`src/rtl/pipe_barrel_shift.sv`:
```
// Pipelined barrel shifter (LSL/LSR/ASR/ROR) with valid/ready handshake; one stage per shift-amount bit.
// Define PBS_ROTATE_EN to build rotate-right for op 11; otherwise op 11 behaves as LSR.
module pipe_barrel_shift #(
    parameter int N = 4
) (
    input  logic               clk,
    input  logic               rst_n,
    input  logic               in_valid,
    output logic               in_ready,
    input  logic [(2**N)-1:0]  in_x,
    input  logic [N-1:0]       in_shift,
    input  logic [1:0]         in_op,
    output logic               out_valid,
    input  logic               out_ready,
    output logic [(2**N)-1:0]  out_y,
    output logic               out_zero
);

    localparam int W        = 2**N;
    localparam int REM_BITS = (N * (N - 1)) / 2;

    localparam logic [1:0] OP_LSL = 2'b00;
    localparam logic [1:0] OP_ASR = 2'b10;
`ifdef PBS_ROTATE_EN
    localparam logic [1:0] OP_ROR = 2'b11;
`endif

    // Bit offset of stage k's remaining-shift field in the packed rem_q vector.
    function automatic int rem_off(input int k);
        int s;
        s = 0;
        for (int j = 0; j < k; j++) begin
            s = s + (N - 1 - j);
        end
        return s;
    endfunction

    function automatic logic [W-1:0] shift_stage(
        input logic [W-1:0] d,
        input logic         en,
        input logic [1:0]   op,
        input int           amt
    );
        logic [W-1:0] r;
        r = d;
        if (en) begin
            case (op)
                OP_LSL:  r = d << amt;
                OP_ASR:  r = $signed(d) >>> amt;
`ifdef PBS_ROTATE_EN
                OP_ROR:  r = (d >> amt) | (d << (W - amt));
`endif
                default: r = d >> amt;
            endcase
        end
        return r;
    endfunction

    logic [N-1:0]          v_q;
    logic [N-1:0]          v_d;
    logic [N-1:0]          vin;
    logic [N-1:0]          ld;
    logic [N-1:0]          de;
    logic [N-1:0][W-1:0]   data_q;
    logic [N-1:0][W-1:0]   data_d;
    logic [N-2:0][1:0]     op_q;
    logic [N-2:0][1:0]     op_d;
    logic [REM_BITS-1:0]   rem_q;
    logic [REM_BITS-1:0]   rem_d;
    logic [REM_BITS-1:0]   rem_we;

    assign vin = {v_q[N-2:0], in_valid};
    assign de  = ld & vin;

    genvar gi;
    generate
        for (gi = 0; gi < N; gi++) begin : g_stage
            // A stage may load when any stage from here to the output is empty,
            // or when the output is being drained; this lets bubbles collapse.
            assign ld[gi]  = out_ready || !(&v_q[N-1:gi]);
            assign v_d[gi] = ld[gi] ? vin[gi] : v_q[gi];

            if (gi == 0) begin : g_first
                assign data_d[gi] = shift_stage(in_x, in_shift[0], in_op, 1);
            end else begin : g_rest
                localparam int PREV_OFF = rem_off(gi - 1);
                assign data_d[gi] = shift_stage(data_q[gi-1], rem_q[PREV_OFF],
                                                op_q[gi-1], 2**gi);
            end

            if (gi < N - 1) begin : g_fields
                localparam int OFF = rem_off(gi);
                localparam int RW  = N - 1 - gi;
                assign rem_we[OFF +: RW] = {RW{de[gi]}};
                if (gi == 0) begin : g_f0
                    assign op_d[gi]         = in_op;
                    assign rem_d[OFF +: RW] = in_shift[N-1:1];
                end else begin : g_fn
                    localparam int PREV_OFF = rem_off(gi - 1);
                    assign op_d[gi]         = op_q[gi-1];
                    assign rem_d[OFF +: RW] = rem_q[PREV_OFF + 1 +: RW];
                end
            end
        end
    endgenerate

    always_ff @(posedge clk) begin
        if (!rst_n) begin
            v_q    <= '0;
            data_q <= '0;
            op_q   <= '0;
            rem_q  <= '0;
        end else begin
            v_q   <= v_d;
            rem_q <= (rem_q & ~rem_we) | (rem_d & rem_we);
            for (int k = 0; k < N; k++) begin
                if (de[k]) begin
                    data_q[k] <= data_d[k];
                end
            end
            for (int k = 0; k < N - 1; k++) begin
                if (de[k]) begin
                    op_q[k] <= op_d[k];
                end
            end
        end
    end

    assign in_ready  = ld[0];
    assign out_valid = v_q[N-1];
    assign out_y     = data_q[N-1];
    assign out_zero  = v_q[N-1] && (data_q[N-1] == '0);

endmodule
```
`config.mk`:
```
export PLATFORM = sky130hd
export DESIGN_NAME = pipe_barrel_shift
export DESIGN_NICKNAME = d
export VERILOG_FILES = /design/src/rtl/pipe_barrel_shift.sv
export SDC_FILE = /design/constraint.sdc
export NUM_CORES = 1
export LEC_CHECK = 0
export BUFFER_PORTS_ARGS = -buffer_cell sky130_fd_sc_hd__clkbuf_2
export CAP_MARGIN = 20
export CELL_PAD_IN_SITES_DETAIL_PLACEMENT = 2
export CELL_PAD_IN_SITES_GLOBAL_PLACEMENT = 2
export CORE_MARGIN = 1
export CORE_UTILIZATION = 40
export DETAILED_ROUTE_END_ITERATION = 8
export PLACE_DENSITY = 0.95
export SLEW_MARGIN = 20
export SYNTH_ARGS = -nofsm -noshare
export SYNTH_HDL_FRONTEND = slang
export SYNTH_SLANG_ARGS = --single-unit
```
`constraint.sdc`:
```
create_clock -name clk -period 2 [get_ports clk]
set_input_delay 0.1 -clock clk [delete_from_list [all_inputs] [get_ports clk]]
set_output_delay 0.1 -clock clk [all_outputs]
set_load 0.01 [all_outputs]
```
==> impl_metrics.csv <==
group,metric,value,unit
die,num_io_pins,45,
placed_design,hpwl,11300,um
yosys,avgSynthCellArea,8.78,um^2
worst_setup_path,reg2reg_from,"op_d[3]$_SDFFE_PN0P_",
drt,num_vias,4427,
worst_setup_path,crit_fanout,7,
placed_design,finalWeightedCongestion,0.862,
status,status,"finished clean",
power,p_sw,0.00113,W
timing,max_slew_margin,51.4,%
power,pwr-share-seq,44.2,%
timing,fin_worst_skew,0.00828,ns
yosys,synth_edf_count,0,
worst_setup_path,regToRegSetupSlack,0.26,ns
drt,drtAntennaViolNets,0,
yosys,ys.flop_type,"dfxtp_1",
worst_setup_path,cp-end-kind,"output pin",
timing,setup_violations,0,
worst_setup_path,rr_endpoint,"data_q[31]$_SDFFE_PN0P_",
yosys,yosysWarnings,0,
worst_setup_path,slowest_stage,"dfxtp_1",
power,p_int,0.00286,W
timing,tns,0,ns
timing,final-max-slew-violation-count,0,
global_routing,track_usage,29.2,%
clocking,cts_setup_buffers,0,
worst_setup_path,worstRegToRegCells,3,
drt,drtIter0Drc,231,
die,dieHeight,110,um
yosys,ys_seq_area_share,34.1,%
die,coreArea,11400,um^2
worst_setup_path,critical_path_arrival,1.79,ns
clocking,clock-sinks,80,
clocking,htreeDepth,3,
global_routing,grt_overflow,0,
hold_path,hold_path.class,"in -> reg",
worst_setup_path,crit_type,"reg -> out",
drt,remaining_drc_errors,0,
drt,finalWirelength,17200,um
cells_and_area,final_util,45.2,%
timing,max_freq,530,MHz
global_routing,grt_max_degree,42,
global_routing,grtUsageMet3,4.35,%
global_routing,globalRouteMet1Util,33.9,%
power,combPwrFrac,11.9,%
global_routing,grt-busiest-layer,"met2",
worst_setup_path,cp_cell_sequence,"nor4b_1 > nand4_1 > nor4_1 > clkbuf_2",
worst_setup_path,startpoint_type,"flip-flop",
timing,hold_viol,0,
global_routing,grt_pass1_wl,26500,um
worst_setup_path,critPathMaxStageDelay,0.47,ns
clocking,cts_tree,"done",
cells_and_area,multi_input_area,2620,um^2
worst_setup_path,cp-endpoint,"out_zero",
worst_setup_path,cp_num_buf_inv,1,
yosys,ys_types,50,
timing,tightest_slew,0.726,ns
worst_setup_path,crit_required,1.90,ns
clocking,clock-root-buffer,"clkbuf_16",
power,ir_drop,0.000396,V
worst_setup_path,cpLargestDelayFamily,"simple AND/OR/NAND/NOR gates",
cells_and_area,area_growth,9.91,%
cells_and_area,fin_nets,561,
die,start_util,41.1,%
worst_setup_path,path_depth,4,
worst_setup_path,crit_start,"v_q[3]$_SDFFE_PN0P_",
power,p_clk_share,43.9,%
yosys,syn_area,4700,um^2
drt,post_drt_wl_per_cell,25.2,um
die,rows,39,
yosys,syn_inst,535,
yosys,synth_seq_cells,80,
clocking,cts_made_buffers,9,
yosys,synth-async-reset-ratio,0,%
drt,drt-vias-per-instance,6.48,
global_routing,grt_pass1_vias,4689,
power,p_leak,1.92,nW
timing,min_period_over_period,94.3,%
drt,drt-pass1-iter-count,4,
cells_and_area,fin_cells,683,
power,swShare,28.3,%
timing,rsz0062_at_grt,"false",
clocking,cts_resized,0,
clocking,insertion_delay,0.35,ns
die,die_area,12200,um^2
die,die_x,110,um
yosys,syn_nets,561,
timing,period_minus_slack,1.89,ns
clocking,clk_pin_slew_worst_paths,0.07,ns
run,max-cap-violations,0,
cells_and_area,drive_above_1_share,19.4,%
placed_design,place_inst,665,
cells_and_area,nFillCells,1253,
global_routing,antenna_found_initial,0,
placed_design,portBuffers,44,
clocking,clk_path_buf_depth,2,
cells_and_area,seqCellArea,1600,um^2
cells_and_area,final_cell_mix,"dfxtp_1, o21ai_0, clkbuf_2, nand2_1, o2111ai_1",
cells_and_area,final_common_cell,"dfxtp_1",
cells_and_area,antennaDiodeCount,0,
power,power_density,775,nW/um^2
global_routing,grt_use_met2,50.8,%
-- Yosys cell counts (3+ instances only) --
library cell / number / share of area (%)
a211oi_1: 16 / 2.6
a21oi_1: 24 / 2.6
a22oi_1: 3 / 0.48
a311oi_2: 8 / 2.6
a31o_1: 13 / 2.4
buf_1: 4 / 0.32
buf_2: 13 / 1.4
buf_4: 20 / 3.2
buf_6: 5 / 1.2
clkbuf_1: 37 / 3.0
dfxtp_1: 80 / 34
inv_1: 12 / 0.96
mux2_2: 3 / 0.72
mux2i_1: 28 / 6.0
nand2_1: 43 / 3.4
nand2b_1: 19 / 2.5
nand3_1: 9 / 0.96
nor2_1: 4 / 0.32
nor2b_1: 5 / 0.67
nor4_1: 3 / 0.40
o2111ai_1: 33 / 6.2
o211a_1: 14 / 3.0
o211ai_1: 14 / 2.2
o21a_1: 14 / 2.2
o21ai_0: 45 / 4.8
o22ai_1: 16 / 2.1
o311a_1: 7 / 1.5
o32ai_1: 3 / 0.56
or3b_1: 13 / 2.4
-- state kept, by name, summed over array words and instances (netlist names), named ones only --
register,count
op_q,2
data_q,48
out_y,16
v_q,4
op_d,4
-- metrics by stage --
| stage | area, um^2 | hold WS, ns | total power [W] | worst slack (ns) |
|---|---|---|---|---|
| after global placement | 4830 | 0.342 | 0.00221 | 0.545 |
| after detailed placement | 4830 | 0.360 | 0.00225 | 0.409 |
| final | 5160 | 0.0180 | 0.00400 | 0.113 |
| after global routing | 5160 | 0.0271 | 0.00413 | 0.000281 |
| after CTS | 5160 | 0.0199 | 0.00400 | 0.133 |
| after floorplan | 4700 | 0.217 | 0.00210 | 0.637 |
-- what timing repair did --
item / CTS / global route
setup endpoints to repair: 0 / 0
hold buffers: 2 / 0
endpoints found under the hold margin: 2 / 0
-- area by class of cell --
class                      count  share of cell area [%]
inverter                      14                    1.02
multi-input combinational    362                    50.7
timing repair buffer          68                    7.85
clock buffer                  11                    4.70
tap                          143                    3.47
sequential                    80                    31.0
clock inverter                 5                    1.24
-- power by group through the flow --
stage	registers [W]	logic [W]	clock network, W
floorplan	0.00175	0.000348	0
global placement	0.00178	0.000420	0
detailed placement	0.00180	0.000456	0
global route	0.00177	0.000515	0.00184
finish	0.00177	0.000475	0.00175
CTS	0.00177	0.000473	0.00177
-- layer usage --
layer / share of wire, % / up-vias
li1: - / 2026
met1: 41 / 2221
met2: 52 / 135
met3: 3.4 / 45
met4: 3.8 / 0
met5: 0 / -
-- kinds of logic (layout without fill, tap and decap cells) --
kind of cell	count (synthesis)	after routing	synth area share, %
compound gates	224	224	36.3
flops	80	80	34.1
simple gates	107	107	12.7
buf+inv	93	98	10.2
mux	31	31	6.69
-- how the worst min path moves through the flow --
stage,start,endpoint,slack [ns],cells past startpoint
floorplan,in_valid,v_q[0]$_SDFFE_PN0P_,0.22,2
global placement,in_shift[2],flip-flop,0.34,3
detailed placement,in_shift[3],flip-flop,0.36,3
CTS,in_shift[1],flip-flop,0.02,3
global route,in_shift[1],flip-flop,0.03,3
finish,in_shift[1],flip-flop,0.02,3
-- tightest hold or removal path: stages --
cell and delay (ns):
clkbuf_2 0.08, nand2_1 0.07, mux2i_1 0.07
Power figures use the tool's default switching activity.
